===== src/rtl/satd_hadamard_accum.sv =====
// SATD engine: per-row 8-point Hadamard of ORG-CUR differences, |H| summed and accumulated over BEATS rows.
// Optional SATD_ROUND_EN: block result is halved with round-half-up inside the output register.
module satd_hadamard_accum #(
  parameter int BEATS = 16,
  parameter int ACC_W = 18
) (
  input  logic                     clk,
  input  logic                     rst,
  input  logic                     in_valid,
  input  logic [63:0]              org_row,
  input  logic [63:0]              cur_row,
  output logic                     out_valid,
  output logic [ACC_W-1:0]         satd_out,
  output logic [$clog2(BEATS)-1:0] beat_idx
);
  localparam int BW = $clog2(BEATS);
  localparam logic [BW-1:0] LAST_BEAT = BW'(BEATS - 1);

  logic [BW-1:0]     beat_q, beat_d;
  logic [4:0]        vld_q, vld_d;
  logic [4:0]        lst_q, lst_d;
  logic signed [8:0]  s1_q [8];
  logic signed [8:0]  s1_d [8];
  logic signed [9:0]  s2_q [8];
  logic signed [9:0]  s2_d [8];
  logic signed [10:0] s3_q [8];
  logic signed [10:0] s3_d [8];
  logic signed [11:0] s4_q [8];
  logic signed [11:0] s4_d [8];
  logic [10:0]       hmag [8];
  logic [13:0]       rs_q, rs_d;
  logic [ACC_W-1:0]  acc_q, acc_d, acc_sum;
  logic [ACC_W-1:0]  satd_q, satd_d, satd_final;
  logic              ov_q, ov_d;

  // Butterflies: lower lane takes the sum, upper lane takes lower minus upper.
  for (genvar i = 0; i < 8; i++) begin : g_lane
    assign s1_d[i] = $signed({1'b0, org_row[8*i +: 8]}) - $signed({1'b0, cur_row[8*i +: 8]});
    if ((i & 1) == 0) begin : g_s2_lo
      assign s2_d[i] = 10'(s1_q[i]) + 10'(s1_q[i+1]);
    end else begin : g_s2_hi
      assign s2_d[i] = 10'(s1_q[i-1]) - 10'(s1_q[i]);
    end
    if ((i & 2) == 0) begin : g_s3_lo
      assign s3_d[i] = 11'(s2_q[i]) + 11'(s2_q[i+2]);
    end else begin : g_s3_hi
      assign s3_d[i] = 11'(s2_q[i-2]) - 11'(s2_q[i]);
    end
    if ((i & 4) == 0) begin : g_s4_lo
      assign s4_d[i] = 12'(s3_q[i]) + 12'(s3_q[i+4]);
    end else begin : g_s4_hi
      assign s4_d[i] = 12'(s3_q[i-4]) - 12'(s3_q[i]);
    end
    assign hmag[i] = s4_q[i][11] ? 11'(-s4_q[i]) : 11'(s4_q[i]);
  end

  assign rs_d = 14'(hmag[0]) + 14'(hmag[1]) + 14'(hmag[2]) + 14'(hmag[3])
              + 14'(hmag[4]) + 14'(hmag[5]) + 14'(hmag[6]) + 14'(hmag[7]);

  assign acc_sum = acc_q + ACC_W'(rs_q);

`ifdef SATD_ROUND_EN
  logic [ACC_W:0] acc_rnd;
  assign acc_rnd    = {1'b0, acc_sum} + {{ACC_W{1'b0}}, 1'b1};
  assign satd_final = acc_rnd[ACC_W:1];
`else
  assign satd_final = acc_sum;
`endif

  // Beat counter and valid/last tags that ride alongside the data stages.
  always_comb begin
    beat_d = beat_q;
    if (in_valid) begin
      beat_d = beat_q + BW'(1);
    end else begin
      beat_d = beat_q;
    end
    vld_d = {vld_q[3:0], in_valid};
    lst_d = {lst_q[3:0], in_valid && (beat_q == LAST_BEAT)};
  end

  // Accumulate stage: a last row publishes the block total and restarts the accumulator at zero.
  always_comb begin
    acc_d  = acc_q;
    satd_d = satd_q;
    ov_d   = 1'b0;
    if (vld_q[4]) begin
      if (lst_q[4]) begin
        acc_d  = '0;
        satd_d = satd_final;
        ov_d   = 1'b1;
      end else begin
        acc_d = acc_sum;
      end
    end else begin
      acc_d = acc_q;
    end
  end

  // Control and output registers; reset drops any partial block and in-flight rows.
  always_ff @(posedge clk) begin
    if (rst) begin
      beat_q <= '0;
      vld_q  <= '0;
      lst_q  <= '0;
      acc_q  <= '0;
      satd_q <= '0;
      ov_q   <= 1'b0;
    end else begin
      beat_q <= beat_d;
      vld_q  <= vld_d;
      lst_q  <= lst_d;
      acc_q  <= acc_d;
      satd_q <= satd_d;
      ov_q   <= ov_d;
    end
  end

  // Datapath registers are qualified by the valid tags, so they need no reset.
  always_ff @(posedge clk) begin
    s1_q <= s1_d;
    s2_q <= s2_d;
    s3_q <= s3_d;
    s4_q <= s4_d;
    rs_q <= rs_d;
  end

  assign out_valid = ov_q;
  assign satd_out  = satd_q;
  assign beat_idx  = beat_q;

endmodule


===== config.mk =====
export PLATFORM = sky130hd
export DESIGN_NAME = satd_hadamard_accum
export DESIGN_NICKNAME = d
export VERILOG_FILES = /design/src/rtl/satd_hadamard_accum.sv
export SDC_FILE = /design/constraint.sdc
export NUM_CORES = 1
export LEC_CHECK = 0
export BUFFER_PORTS_ARGS = -buffer_cell sky130_fd_sc_hd__buf_2
export CORE_ASPECT_RATIO = 1.75
export CORE_UTILIZATION = 37
export CTS_BUF_LIST = sky130_fd_sc_hd__clkbuf_16
export DETAILED_ROUTE_END_ITERATION = 7
export HOLD_SLACK_MARGIN = 0.02
export PLACE_DENSITY = 0.52
export SYNTH_ARGS = -nofsm -noshare
export SYNTH_HDL_FRONTEND = slang
export SYNTH_SLANG_ARGS = --single-unit

===== constraint.sdc =====
create_clock -name clk -period 6.1 [get_ports clk]
set_input_delay 1.22 -clock clk [delete_from_list [all_inputs] [get_ports clk]]
set_output_delay 1.22 -clock clk [all_outputs]
set_load 0.02 [all_outputs]

# ---- Word-level counts from Yosys, hierarchy flattened
# Cells that the tools add are included.
dict set report totals {
  register_bits 401
  word_cells 103
}
dict set report classes {
  reduce_logical 3
  n_eq_ne 1
  n_bitwise 1
  n_addsub 49
  n_mux 10
}
# op count
set ops {}
lappend ops {{$mux W11} 8}
lappend ops {{$neg A11 Y11} 8}
lappend ops {{$sub A8 B8 Y9} 8}
lappend ops {{$add A11 B11 Y12} 5}
lappend ops {{$add A14 B11 Y14} 4}
lappend ops {{$sub A11 B11 Y12} 4}
lappend ops {{$add A10 B10 Y11} 4}
lappend ops {{$sub A10 B10 Y11} 4}
lappend ops {{$add A9 B9 Y10} 4}
lappend ops {{$sub A9 B9 Y10} 4}
lappend ops {{$add A18 B14 Y18} 1}
lappend ops {{$mux W18} 1}
lappend ops {{$add A13 B11 Y14} 1}
lappend ops {{$add A12 B11 Y13} 1}
lappend ops {{$add A4 B1 Y4 const B} 1}
lappend ops {{$eq A4 B4 Y1 const B} 1}
lappend ops {{$reduce_and A2 Y1} 1}
lappend ops {{$reduce_or A2 Y1} 1}
lappend ops {{$logic_and A1 B1 Y1} 1}
lappend ops {{$mux W1} 1}
lappend ops {{$not A1 Y1} 1}

# ---- Logic depth before layout (Yosys ltp)
dict set report depth {
  word_depth 9
  mapped_depth 20
  ltp_nobuf 20
}

# ---- Worst setup path after synthesis
# OpenSTA, ideal clock, no wires.
dict set report synth_timing {
  kind {register to register}
  start {register s4_q[72] in the netlist's numbering}
  end {register rs_q[13]}
  path_buffers 0
  path_stages_with_launch 18
  arrival_ns 4.876
  path_slack_ns 1.098
  t_required_ns 5.975
  synth_period_minus_slack_ns 5.002
  path_cell_list {dfxtp_1 > clkinv_1 > nand2_1 > or4b_2 > o21ai_0 > xnor2_1 > fa_1 > fa_1 > fa_1 > inv_1 > fa_1 > inv_1 > ha_1 > nor3_1 > nor2_1 > a31o_2 > o311ai_0 > nand2b_1}
}
dict set report synth_via {
  elab_chain_len 9
}
# element line_no
set synth_lines {}
lappend synth_lines {{start, declared} 28} ;# logic signed [11:0] s4_q [8];
lappend synth_lines {{start signal, assigned} 124} ;# s4_q <= s4_d;
lappend synth_lines {{$neg A11 Y11} 54} ;# assign hmag[i] = s4_q[i][11] ? 11'(-s4_q[i]) : 11'(s4_q[i]);
lappend synth_lines {{$mux W11 *} 54}
lappend synth_lines {{$add A11 B11 Y12 *} 57} ;# assign rs_d = 14'(hmag[0]) + 14'(hmag[1]) + 14'(hmag[2]) + 14'(hmag[3])
lappend synth_lines {{$add A12 B11 Y13 *} 57}
lappend synth_lines {{$add A13 B11 Y14 *} 57}
lappend synth_lines {{$add A14 B11 Y14 * (4 in series)} 58} ;# + 14'(hmag[4]) + 14'(hmag[5]) + 14'(hmag[6]) + 14'(hmag[7]);
lappend synth_lines {{via rs_d[13]} 31} ;# logic [13:0] rs_q, rs_d;
lappend synth_lines {{end signal, assigned} 125} ;# rs_q <= rs_d;
lappend synth_lines {{end, declared} 31}
# The timed path passes the listed nets; every way through them passes the cells marked *.
# A chain may end at the register's enable or synchronous reset.

# ---- Worst setup path after layout
# Ends and elaborated chain as after synthesis.

==> results.toml <==
[clocking]
clkTransAtPathRegs_ns = 0.07
numCtsBuffers = 39
postCtsHoldBufs = 0
clockBufferDepth = 3
htreeDepth = 2
cts_setup_buffers = 0
root_buffer = "clkbuf_16"
cts.sinks = 383
cts_tree = "done"
post_cts_resized = 0
insertion_delay_ns = 0.57

[layout]
diodes = 0
fin_nets = 3532
drive_above_1_share_pct = 8.11
area_growth_pct = 11.8

[timing]
slew_violations = 0
setup_viol = 0
fin_worst_skew_ns = 0.0231
worstMarginPinSlew_ns = 1.26
rsz0062_at_grt = "no"
whs_ns = 0.438
relSlewSlack_pct = 14.9
tns_ns = 0
clock.fmax_mhz = 178
period_share_pct = 92.2
hold_violations = 0
min_period_ns = 5.62

[die]
die_x_um = 199
rows = 126
initial_core_util_pct = 37.4
ios = 154
die_h_um = 347
coreArea_um2 = 67500
die_area_um2 = 69200

[setup_path]
cp-end-kind = "flop"
r2r_cells = 18
critPathMaxFanout = 9
timing.rr.start = "s4_q[72]$_DFF_P_"
arrival_ns = 6.07
rrSetupSlack_ns = 0.48
r2r-end = "rs_q[13]$_DFF_P_"
critical_path_class = "flop to flop"
critPathRequiredTime_ns = 6.54
critPathLaunchType = "flop"

[global_route]
grt_antenna_before_repair = 2
grt_pass1_wl_um = 99000
grt.total_usage_pct = 18.5
grt_max_degree = 53
grt_pass1_vias = 19500
grt_overflow = 0

[logic_synthesis]
ys.flop_type = "dfxtp_1"
syn_area_um2 = 25200
synth-edff-count = 0
synth_seq_area_share_pct = 30.4
async_flop_share_pct = 0
yosysWarnings = 0
postSynthCellCount = 2831
syn_nets = 3384
synth.distinct_cells = 75
synth_area_per_cell_um2 = 8.90
synth-seq-cells = 383

[routing]
vias_per_cell = 4.79
drcViolationCount = 0
wirelength_um = 63300
dr.pass1.iters = 5
drtAntennaViolNets = 0
drt_iter0_markers = 513
num_vias = 18700
avgRoutedWirePerCell_um = 16.2

[hold_path]
hold_path_depth = 1
hold_end = "vld_q[4]$_SDFF_PP0_"
min_path_type = "flop to flop"
holdCritStartpoint = "vld_q[3]$_SDFF_PP0_"

[flow_run]
drv_cap = 0

[placed_design]
place_congestion = 0.886
port_buffers = 153
dp_hpwl_um = 54400

[outcome]
status = "finished clean"
## state kept, by name, summed over array words and instances (netlist names), 5 cells and up
name,count
acc_q,18
lst_q,5
rs_q,13
s1_q,72
s2_q,76
s3_q,82
s4_q,89
satd_out,18
vld_q,5
## cell families (layout without fill, tap and decap cells)
kind of cell	count (synthesis)	after routing	synth area share, %
muxes	10	10	0.397
other	1	1	0.0149
xor gates and xnor gates	287	287	9.97
buffers and inverters	502	678	7.48
DFF	383	383	30.4
AOI/OAI and AO/OA	548	548	14.4
adders and majority gates	422	422	23.8
and+or+nand+nor	678	678	13.5
## layout by cell type (no fill, tap or decap), types with 11 or more instances in the layout
| cell | count |
|---|---|
| or3_1 | 38 |
| nor2b_1 | 92 |
| dfxtp_1 | 383 |
| nand3_1 | 18 |
| o21a_1 | 12 |
| o21bai_1 | 23 |
| fa_1 | 95 |
| a211oi_1 | 20 |
| o311ai_0 | 19 |
| o21ai_0 | 131 |
| o31ai_1 | 26 |
| xnor2_1 | 204 |
| a21boi_0 | 17 |
| ha_1 | 327 |
| inv_1 | 453 |
| a31oi_1 | 22 |
| nor2_1 | 185 |
| a21o_1 | 23 |
| nand2b_1 | 57 |
| nand2_1 | 130 |
| o41ai_1 | 13 |
| buf_2 | 153 |
| nor3b_1 | 11 |
| and3_1 | 21 |
| xor2_1 | 83 |
| nor3_1 | 80 |
| a21oi_1 | 142 |
| clkbuf_16 | 39 |
## synthesized netlist by cell type, drive strengths merged, types with 13 or more instances
master	count	area [µm²]
inv	450	1690
dfxtp	383	7670
ha	327	4090
xnor2	204	1790
nor2	185	694
a21oi	142	711
o21ai	139	707
nand2	130	488
fa	95	1900
nor2b	92	576
xor2	83	727
nor3	82	427
nand2b	57	357
clkbuf	40	150
or3	38	238
o31ai	26	195
a211oi	24	200
a21o	23	173
o21bai	23	173
a31oi	22	138
and3	21	131
o311ai	20	175
nand3	19	100
a21boi	18	139
o41ai	13	114
## worst max path at each step
| stage | from | cells after the start | slack (ns) | end |
|---|---|---|---|---|
| final | s4_q[72]$_DFF_P_ | 18 | 0.48 | rs_q[13]$_DFF_P_ |
| after global routing | s4_q[72]$_DFF_P_ | 18 | 0.20 | rs_q[13]$_DFF_P_ |
| after CTS | s4_q[72]$_DFF_P_ | 18 | 0.44 | rs_q[13]$_DFF_P_ |
| after detailed placement | s4_q[72]$_DFF_P_ | 18 | 0.45 | rs_q[13]$_DFF_P_ |
| after global placement | s4_q[72]$_DFF_P_ | 18 | 0.54 | rs_q[13]$_DFF_P_ |
| after floorplan | s4_q[72]$_DFF_P_ | 17 | 1.10 | rs_q[13]$_DFF_P_ |
## worst max-delay path, cell delays in order (launching register included)
cell and delay (ns):
dfxtp_1 0.43, inv_1 0.37, ha_1 0.24, nand2_1 0.07
or3_1 0.43, o31ai_1 0.29, xnor2_1 0.21, fa_1 0.51
fa_1 0.52, fa_1 0.54, inv_1 0.05, fa_1 0.52
inv_1 0.04, ha_1 0.24, nor3_1 0.20, o211ai_1 0.15
a31o_2 0.28, o311ai_0 0.28, nand2b_1 0.10
## routing by layer
| layer | share of wire, % | up-vias | track usage [%] |
|---|---|---|---|
| li1 | - | 9653 | - |
| met2 | 57 | 351 | 38.3 |
| met3 | 2.3 | 145 | 2.01 |
| met4 | 7.7 | 0 | 13.2 |
| met1 | 33 | 8539 | 15.6 |
| met5 | 0 | - | 0 |
## layout make-up
class,count,area [µm²]
sequential,383,7670
clock inverter,30,264
fill,6802,39300
multi-input combinational,1946,15700
clock buffer,39,976
inverter,451,1690
tap,896,1120
timing repair buffer,158,803
## stage by stage
stage | util, % | setup WS (ns) | instance area (µm²) | instances
finish | 41.8 | 0.476 | 28200 | 3903
global route | 41.8 | 0.195 | 28200 | 3903
CTS | 41.8 | 0.445 | 28200 | 3903
detailed placement | 39.9 | 0.450 | 26900 | 3834
global placement | 39.9 | 0.545 | 26900 | 3834
floorplan | - | 1.10 | 25200 | 2831
Power is left out: the tool's default activity adds up to more than one toggle a clock period on the data nets, which glitch-free logic cannot reach.
